File: config.mk
export PLATFORM = sky130hd
export DESIGN_NAME = vga_timing_gen
export DESIGN_NICKNAME = d
export VERILOG_FILES = /design/src/rtl/vga_timing_gen.sv
export SDC_FILE = /design/constraint.sdc
export NUM_CORES = 1
export LEC_CHECK = 0
export CORE_AREA = 2 2 86 88
export DETAILED_ROUTE_END_ITERATION = 6
export DIE_AREA = 0 0 88 90
export SLEW_MARGIN = 20
export SYNTH_ARGS = -nofsm -noshare
export SYNTH_HDL_FRONTEND = slang
export SYNTH_SLANG_ARGS = --single-unit
export TNS_END_PERCENT = 50
File: constraint.sdc
create_clock -name clk_VGA -period 3.1 [get_ports clk_VGA]
set_input_delay 0.62 -clock clk_VGA [delete_from_list [all_inputs] [get_ports clk_VGA]]
set_output_delay 0.62 -clock clk_VGA [all_outputs]
set_load 0.1 [all_outputs]
File: src/rtl/vga_timing_gen.sv
// Parametrised VGA raster timing generator: pixel/line counters, sync, blanking,
// line/frame strobes and a frame counter, all registered from next-state counters.
module vga_timing_gen #(
   parameter int H_ACTIVE = 640,
   parameter int H_FP     = 16,
   parameter int H_SYNC   = 96,
   parameter int H_BP     = 48,
   parameter int V_ACTIVE = 480,
   parameter int V_FP     = 10,
   parameter int V_SYNC   = 2,
   parameter int V_BP     = 33,
   parameter bit HS_POL   = 1'b0,
   parameter bit VS_POL   = 1'b0,
   parameter int CNT_W    = 10,
   parameter int FRAME_W  = 8
) (
   input  logic               clk_VGA,
   input  logic               rst_n,
   input  logic               ce,
   input  logic               en,
   output logic [CNT_W-1:0]   x_count,
   output logic [CNT_W-1:0]   y_count,
   output logic               displayArea,
   output logic               VGA_hsync,
   output logic               VGA_vsync,
   output logic               line_start,
   output logic               frame_start,
   output logic               vblank,
   output logic [FRAME_W-1:0] frame_count
);

   localparam int H_TOTAL = H_ACTIVE + H_FP + H_SYNC + H_BP;
   localparam int V_TOTAL = V_ACTIVE + V_FP + V_SYNC + V_BP;

   localparam logic [CNT_W-1:0] H_LAST = CNT_W'(H_TOTAL - 1);
   localparam logic [CNT_W-1:0] V_LAST = CNT_W'(V_TOTAL - 1);

   // Window bounds are one bit wider so a sync ending exactly at the total still fits.
   localparam logic [CNT_W:0] H_ACT_END = (CNT_W+1)'(H_ACTIVE);
   localparam logic [CNT_W:0] HS_START  = (CNT_W+1)'(H_ACTIVE + H_FP);
   localparam logic [CNT_W:0] HS_END    = (CNT_W+1)'(H_ACTIVE + H_FP + H_SYNC);
   localparam logic [CNT_W:0] V_ACT_END = (CNT_W+1)'(V_ACTIVE);
   localparam logic [CNT_W:0] VS_START  = (CNT_W+1)'(V_ACTIVE + V_FP);
   localparam logic [CNT_W:0] VS_END    = (CNT_W+1)'(V_ACTIVE + V_FP + V_SYNC);

   logic [CNT_W-1:0]   r_x;
   logic [CNT_W-1:0]   r_y;
   logic               r_de;
   logic               r_hs;
   logic               r_vs;
   logic               r_ls;
   logic               r_fs;
   logic               r_vb;
   logic [FRAME_W-1:0] r_fc;

   logic               w_xWrap;
   logic               w_yWrap;
   logic [CNT_W-1:0]   w_nextX;
   logic [CNT_W-1:0]   w_nextY;
   logic [CNT_W:0]     w_nextXw;
   logic [CNT_W:0]     w_nextYw;
   logic               w_de;
   logic               w_hsActive;
   logic               w_vsActive;
   logic               w_vb;

   always_comb begin
      w_xWrap    = (r_x == H_LAST);
      w_yWrap    = (r_y == V_LAST);
      w_nextX    = w_xWrap ? '0 : r_x + CNT_W'(1);
      w_nextY    = r_y;
      if (w_xWrap) begin
         w_nextY = w_yWrap ? '0 : r_y + CNT_W'(1);
      end
      w_nextXw   = {1'b0, w_nextX};
      w_nextYw   = {1'b0, w_nextY};
      w_de       = (w_nextXw < H_ACT_END) && (w_nextYw < V_ACT_END);
      w_hsActive = (w_nextXw >= HS_START) && (w_nextXw < HS_END);
      w_vsActive = (w_nextYw >= VS_START) && (w_nextYw < VS_END);
      w_vb       = (w_nextYw >= V_ACT_END);
   end

   // en=0 parks on the last pixel so the next advance always lands on a frame boundary.
   always_ff @(posedge clk_VGA or negedge rst_n) begin
      if (!rst_n) begin
         r_x  <= H_LAST;
         r_y  <= V_LAST;
         r_de <= 1'b0;
         r_hs <= ~HS_POL;
         r_vs <= ~VS_POL;
         r_ls <= 1'b0;
         r_fs <= 1'b0;
         r_vb <= 1'b1;
         r_fc <= '0;
      end else if (!en) begin
         r_x  <= H_LAST;
         r_y  <= V_LAST;
         r_de <= 1'b0;
         r_hs <= ~HS_POL;
         r_vs <= ~VS_POL;
         r_ls <= 1'b0;
         r_fs <= 1'b0;
         r_vb <= 1'b1;
      end else if (ce) begin
         r_x  <= w_nextX;
         r_y  <= w_nextY;
         r_de <= w_de;
         r_hs <= w_hsActive ? HS_POL : ~HS_POL;
         r_vs <= w_vsActive ? VS_POL : ~VS_POL;
         r_ls <= w_xWrap;
         r_fs <= w_xWrap && w_yWrap;
         r_vb <= w_vb;
         if (w_xWrap && w_yWrap) begin
            r_fc <= r_fc + FRAME_W'(1);
         end
      end else begin
         r_ls <= 1'b0;
         r_fs <= 1'b0;
      end
   end

   assign x_count     = r_x;
   assign y_count     = r_y;
   assign displayArea = r_de;
   assign VGA_hsync   = r_hs;
   assign VGA_vsync   = r_vs;
   assign line_start  = r_ls;
   assign frame_start = r_fs;
   assign vblank      = r_vb;
   assign frame_count = r_fc;

endmodule

==> metrics.md, run 1 <==
| Metric | Value |
|---|---|
| Initial drt markers | `102` |
| Maxcap violations | `0` |
| Clk sink count | `34` |
| VDD IR max | `558.7 uV` |
| Postcts setup bufs | `0` |
| Register area | `867.1 um^2` |
| Combinational share of power | `41.1%` |
| Total grt overflow | `0` |
| Critical path fanouts, max | `10` |
| Skew final | `0.01167 ns` |
| Pre-CTS setup slack | `0.4304 ns` |
| DR DRC count | `0` |
| Hold-fix buffers, CTS | `0` |
| Routed WL per cell | `14.36 um` |
| Area after DPL | `2417 um^2` |
| Pin count of the biggest net entering global routing | `35` |
| H-tree depth | `2` |
| Switch Pwr | `0.7818 mW` |
| Multi-input logic area | `1066 um^2` |
| CTS tree | `yes` |
| Via-to-Cell Ratio | `5.073` |
| Post-route cell area | `2531 um^2` |
| Post-synth EDFFs | `0` |
| Critical path capture point type | `flip-flop` |
| DRT Wirelength | `5097 um` |
| Hold Crit Class | `reg2reg` |
| All-Layer GR Usage | `13.47%` |
| Seq cells post-synth | `34` |
| HPWL after DPL | `3573 um` |
| Synthesized instance count | `220` |
| RSZ-0062 raised after global routing | `false` |
| Switching Fraction | `45.95%` |
| Vias | `1801` |
| Flop pwr share | `34.2%` |
| Highest Signal Layer | `met4` |
| Routed Antenna Nets | `0` |
| Setup WS post-layout | `0.4561 ns` |
| Clk pwr share | `24.8%` |
| CTS Buf Count | `5` |
| Kind of critical path | `reg2reg` |
| Worst-path clk slew | `0.08 ns` |
| Nets@finish | `263` |
| Int Pwr | `0.9195 mW` |
| Row cnt | `31` |
| Io pins | `38` |
| Max_slew headroom | `64.52%` |
| DR pass1 iterations | `4` |
| Setup tns final | `0 ns` |
| Vias in the first global route | `1693` |
| Ys Warns | `0` |
| Gpl congestion | `0.8020` |
| Worst-skew pair later-pin latency | `0.30 ns` |
| Lkg Pwr | `1.101 nW` |
| PwrDens | `672.1 nW/um^2` |
| Post-CTS sizing | `0` |
| Most common flop cell mapped by yosys | `dfrtp_1` |
| PortBufs | `37` |
| Total Power | `1.701 mW` |
| Final min period | `2.644 ns` |
| Seq/Total Area, Yosys | `42.62%` |
| First-pass GRT wire length | `8493 um` |
| Layout cells sized above 1 | `25.00%` |
| Syn Nets | `228` |
| Antenna violations before repair | `0` |
| Peak Freq | `378.2 MHz` |
| Synth async-reset ratio | `100.0%` |
| Metal2 WL | `2376 um` |
| Fillers | `728` |
| Total Die Area | `7920 um^2` |
| Initial Util | `28.98%` |
| Clock buffer depth | `2` |
| Root buf cell | `clkbuf_8` |
| Synth Cell Area | `2034 um^2` |
| Status | `completed` |
| Die span in y | `90 um` |
| Synth cell types | `47` |
| Met1 Wirelength | `2445 um` |
| Critical path arrival | `2.83 ns` |
| Setup violations, final | `0` |
| Crit share post-route | `85.29%` |
| WP data required | `3.28 ns` |
| DIE WIDTH | `88 um` |
| # diodes | `0` |
| Core Footprint | `7020 um^2` |
| Avg Inst Size Synth | `9.248 um^2` |
| P&R area growth vs syn | `24.42%` |
| Slew @ Worst Pin | `0.5274 ns` |
| Met3 wire length | `223 um` |
| Slew Viols, Final | `0` |
| Startpoint Class | `flip-flop` |
| Fin util | `36.05%` |
| Final hold violation count | `0` |
==> power by group through the flow <==
stage / Clock (mW) / Sequential [mW] / Combinational, mW
finish: 0.422 / 0.581 / 0.699
global route: 0.445 / 0.594 / 0.742
CTS: 0.430 / 0.581 / 0.701
detailed placement: 0 / 0.589 / 0.699
global placement: 0 / 0.587 / 0.694
floorplan: 0 / 0.904 / 0.218
==> cell type report <==
type | count | area share [%]
Clock inverter | 3 | 1.780
Multi-Input combinational cell | 164 | 42.12
Timing Repair Buffer | 44 | 13.35
Tap cell | 99 | 4.894
Clock buffer | 5 | 2.719
Sequential cell | 34 | 34.26
Inverter | 6 | 0.8898
==> layout by cell type, fill, tap and decap left out, types with 5 or more instances in the layout <==
cell type	count
buf_4	41
dfrtp_1	21
and2_1	7
o21ai_0	12
nand4_1	10
clkbuf_8	5
dfstp_2	13
nand3_1	8
a21boi_0	7
and3_1	6
nand2_1	19
xor2_1	9
xnor2_1	7
nor2_1	14
a21oi_1	9
inv_1	6
or3_1	7
==> final timing paths <==
path,startpoint,endpoint,slack [ns],cells after the start
hold / removal,frame_count[7],frame_count[7],0.48,1
min in group asynchronous,rst_n,x_count[7],0.75,2
setup reg to reg,x_count[0],y_count[7],0.46,6
hold reg to reg,frame_count[7],frame_count[7],0.48,1
setup / recovery,x_count[0],y_count[7],0.46,6
max in group asynchronous,rst_n,y_count[9],1.99,2
==> Yosys cell counts, types with 2 or more instances <==
| master | instances | area, um^2 |
|---|---|---|
| a21boi_0 | 7 | 52.55 |
| a21oi_1 | 9 | 45.04 |
| a22oi_1 | 3 | 22.52 |
| a31oi_1 | 3 | 18.77 |
| and2_1 | 7 | 43.79 |
| and3_1 | 6 | 37.54 |
| and4_1 | 4 | 35.03 |
| buf_2 | 2 | 10.01 |
| buf_6 | 2 | 22.52 |
| clkbuf_1 | 11 | 41.29 |
| dfrtp_1 | 21 | 525.5 |
| dfstp_2 | 13 | 341.6 |
| ha_1 | 4 | 50.05 |
| inv_1 | 6 | 22.52 |
| nand2_1 | 19 | 71.32 |
| nand2b_1 | 2 | 12.51 |
| nand3_1 | 8 | 40.04 |
| nand4_1 | 10 | 62.56 |
| nor2_1 | 14 | 52.55 |
| nor3_1 | 3 | 15.01 |
| nor4_1 | 4 | 25.02 |
| nor4b_1 | 2 | 17.52 |
| o211a_1 | 2 | 20.02 |
| o21ai_0 | 12 | 60.06 |
| o311ai_0 | 4 | 35.03 |
| or3_1 | 7 | 43.79 |
| xnor2_1 | 7 | 61.31 |
| xor2_1 | 9 | 78.83 |
==> routing by layer <==
| layer | vias to the layer above | global-route usage, % |
|---|---|---|
| met5 | - | 0 |
| met4 | 0 | 4.231 |
| met3 | 5 | 3.122 |
| met2 | 41 | 19.57 |
| met1 | 877 | 19.63 |
| li1 | 878 | - |
==> state kept, by name, indices dropped and copies added (netlist names) <==
signal / cells
y_count: 10
frame_count: 8
VGA_vsync: 1
frame_start: 1
line_start: 1
x_count: 10
VGA_hsync: 1
displayArea: 1
vblank: 1
==> logic make-up after synthesis <==
kind of cell    after synthesis  share of synthesized area [%]
xor+xnor                     16                          6.888
buf+inv                      22                          4.981
fa+ha+maj                     4                          2.460
flops                        34                          42.62
simple gates                 94                          26.20
mux                           2                          1.045
compound gates               48                          15.81
==> worst max-delay path: stages, from the launching register on <==
cell     delay (ns)
dfstp_2        0.58
ha_1           0.25
nand4_1        0.34
or4_1          0.77
nor4_4         0.34
xor2_1         0.09
and2_1         0.16
==> metrics by stage <==
stage	cells	hold slack, ns
final	355	0.4759
after global routing	355	0.5106
after CTS	355	0.4777
after detailed placement	347	0.4658
after global placement	347	0.4645
after floorplan	220	0.3244
Note: power is estimated with default switching activity, not from simulation.
==> run 2: changes to the inputs <==
--- a/config.mk
+++ b/config.mk
@@ -5,9 +5,10 @@
 export SDC_FILE = /design/constraint.sdc
 export NUM_CORES = 1
 export LEC_CHECK = 0
-export CORE_AREA = 2 2 86 88
+export CORE_AREA = 2 2 66 68
 export DETAILED_ROUTE_END_ITERATION = 6
-export DIE_AREA = 0 0 88 90
+export DIE_AREA = 0 0 68 70
+export PLACE_DENSITY = 0.78
 export SLEW_MARGIN = 20
 export SYNTH_ARGS = -nofsm -noshare
 export SYNTH_HDL_FRONTEND = slang
==> metrics.md, run 2 (synthesis gave the netlist of run 1 again) <==
| Metric | Value |
|---|---|
| Status | `completed` |
| Hold Crit Class | `reg2reg` |
| Reg2reg setup slack | `0.48 ns (+0.03 ns)` |
| Crit path to | `y_count[7]` |
| Vias | `1782 (-1.1%)` |
| Routed WL per cell | `14.82 um (+3.2%)` |
| Lkg Pwr | `1.103 nW (+0.19%)` |
| Row cnt | `24 (-23%)` |
| P&R area growth vs syn | `20.91%` |
| DR DRC count | `0 (unchanged)` |
| Most frequent cells in the layout | `40 x buf_4, 21 x dfrtp_1, 19 x nand2_1` |
| Clk sink count | `34 (unchanged)` |
| First-pass GRT wire length | `7810 um (-8.0%)` |
| Post-CTS sizing | `0 (unchanged)` |
| Worst-skew pair later-pin latency | `0.29 ns (about the same)` |
| Slew @ Worst Pin | `0.6149 ns (+0.08754 ns)` |
| Startpoint Class | `flip-flop` |
| Setup WS post-layout | `0.4820 ns (+0.02587 ns)` |
| WP data required | `3.28 ns (about the same)` |
| WHS Path Cells | `1 (unchanged)` |
| Layout cells sized above 1 | `24.71% (-0.29 points)` |
| Initial Util | `49.09% (+20 points)` |
| Postcts setup bufs | `0 (unchanged)` |
| DRT Wirelength | `4550 um (-11%)` |
| Hold-fix buffers, CTS | `0 (unchanged)` |
| Kind of critical path | `reg2reg` |
| Routed Antenna Nets | `0 (unchanged)` |
| Via-to-Cell Ratio | `5.805 (+14%)` |
| Multi-input logic area | `1066 um^2 (unchanged)` |
| Register area | `867.1 um^2 (unchanged)` |
| Io pins | `38 (unchanged)` |
| Clock buffer depth | `2 (unchanged)` |
| Critical path arrival | `2.79 ns (-0.04 ns)` |
| WHS | `0.4816 ns (+0.005762 ns)` |
| # diodes | `0 (unchanged)` |
| Maxcap violations | `0 (unchanged)` |
| Final non-filler cell total | `307 (-14%)` |
| Fillers | `369 (-49%)` |
| Core Footprint | `4144 um^2 (-41%)` |
| Setup tns final | `0 ns (unchanged)` |
| Nets@finish | `262 (-0.38%)` |
| PwrDens | `678.5 nW/um^2 (+0.95%)` |
| Critical path capture point type | `flip-flop` |
| Die span in y | `70 um (-22%)` |
| CTS tree | `yes` |
| VDD IR max | `427.4 uV (-23%)` |
| DR pass1 iterations | `5 (+1)` |
| Pin count of the biggest net entering global routing | `35 (unchanged)` |
| RSZ-0062 raised after global routing | `false` |
| Total grt overflow | `0 (unchanged)` |
| All-Layer GR Usage | `21.29% (+7.8 points)` |
| Commonest non-fill, non-tap cell in the layout | `buf_4` |
| Gpl congestion | `0.8671 (+8.1%)` |
| H-tree depth | `2 (unchanged)` |
| Crit share post-route | `84.45% (-0.83 points)` |
| Final hold violation count | `0 (unchanged)` |
| Pre-CTS setup slack | `0.4575 ns (+0.02710 ns)` |
| Max_slew headroom | `58.63% (-5.9 points)` |
| Total Die Area | `4760 um^2 (-40%)` |
| Worst r2r dst | `y_count[7]` |
| Reg2Reg Depth | `6 (unchanged)` |
| HPWL after DPL | `3242 um (-9.3%)` |
| Skew final | `0.007196 ns (-0.004469 ns)` |
| PortBufs | `37 (unchanged)` |
| DIE WIDTH | `68 um (-23%)` |
| Vias in the first global route | `1634 (-3.5%)` |
| Root buf cell | `clkbuf_8` |
| Slew Viols, Final | `0 (unchanged)` |
| CTS Buf Count | `5 (unchanged)` |
| Placed cells | `299 (-14%)` |
| Setup violations, final | `0 (unchanged)` |
| Initial drt markers | `179 (+75%)` |
| Final min period | `2.618 ns (-0.02587 ns)` |
| Critical path fanouts, max | `10 (unchanged)` |
| Antenna violations before repair | `0 (unchanged)` |
| R2R Path Start | `x_count[0]` |
| Peak Freq | `382.0 MHz (+0.99%)` |
| Critical path launch point | `x_count[0]` |
| Worst-path clk slew | `0.07 ns (about the same)` |
[run 2: cell count changes in the layout (fill, tap and decap cells not counted)]
cell	change
clkinvlp_4	-2
buf_4	-1
clkinv_2	+2
[run 2: metal layers]
metal | part of all wire [%] | up-vias | track usage [%]
li1 | - | 874 | -
met1 | 46 | 857 | 30.75
met2 | 48 | 45 | 31.28
met3 | 4.3 | 6 | 4.992
met4 | 1.5 | 0 | 6.889
met5 | 0 | - | 0
[run 2: report_power, final]
group	internal (mW)	switching [mW]	total [mW]	leakage, nW
Clock	0.236	0.159	0.396	0.0579
Combinational	0.175	0.520	0.695	0.621
Sequential	0.506	0.0719	0.578	0.425
[run 2: per-stage QoR]
| step | power [mW] | cell area (um^2) | utilization, % |
|---|---|---|---|
| floorplan | 1.122 | 2034 | - |
| global placement | 1.273 | 2351 | 56.73 |
| detailed placement | 1.281 | 2351 | 56.73 |
| CTS | 1.679 | 2460 | 59.36 |
| global route | 1.752 | 2460 | 59.36 |
| finish | 1.669 | 2460 | 59.36 |
[run 2: layout make-up]
type                            count  area share [%]
Clock buffer                        5           2.798
Tap cell                           52           2.645
Multi-Input combinational cell    164           43.34
Clock inverter                      3           1.628
Timing Repair Buffer               43           13.43
Sequential cell                    34           35.25
Inverter                            6          0.9156
[run 2: critical path: stages (launching register included)]
cell and delay [ns]:
dfstp_2 0.57, ha_1 0.24, nand4_1 0.33, or4_1 0.77
nor4_4 0.34, xor2_1 0.09, and2_1 0.16
[run 2: worst min path at each step]
stage                   start  slack (ns)             end
2_1_floorplan           rst_n        0.32     displayArea
3_3_place_gp   frame_count[7]        0.46  frame_count[7]
3_5_place_dp   frame_count[7]        0.47  frame_count[7]
4_1_cts        frame_count[7]        0.49  frame_count[7]
5_1_grt        frame_count[7]        0.52  frame_count[7]
6_report       frame_count[7]        0.48  frame_count[7]
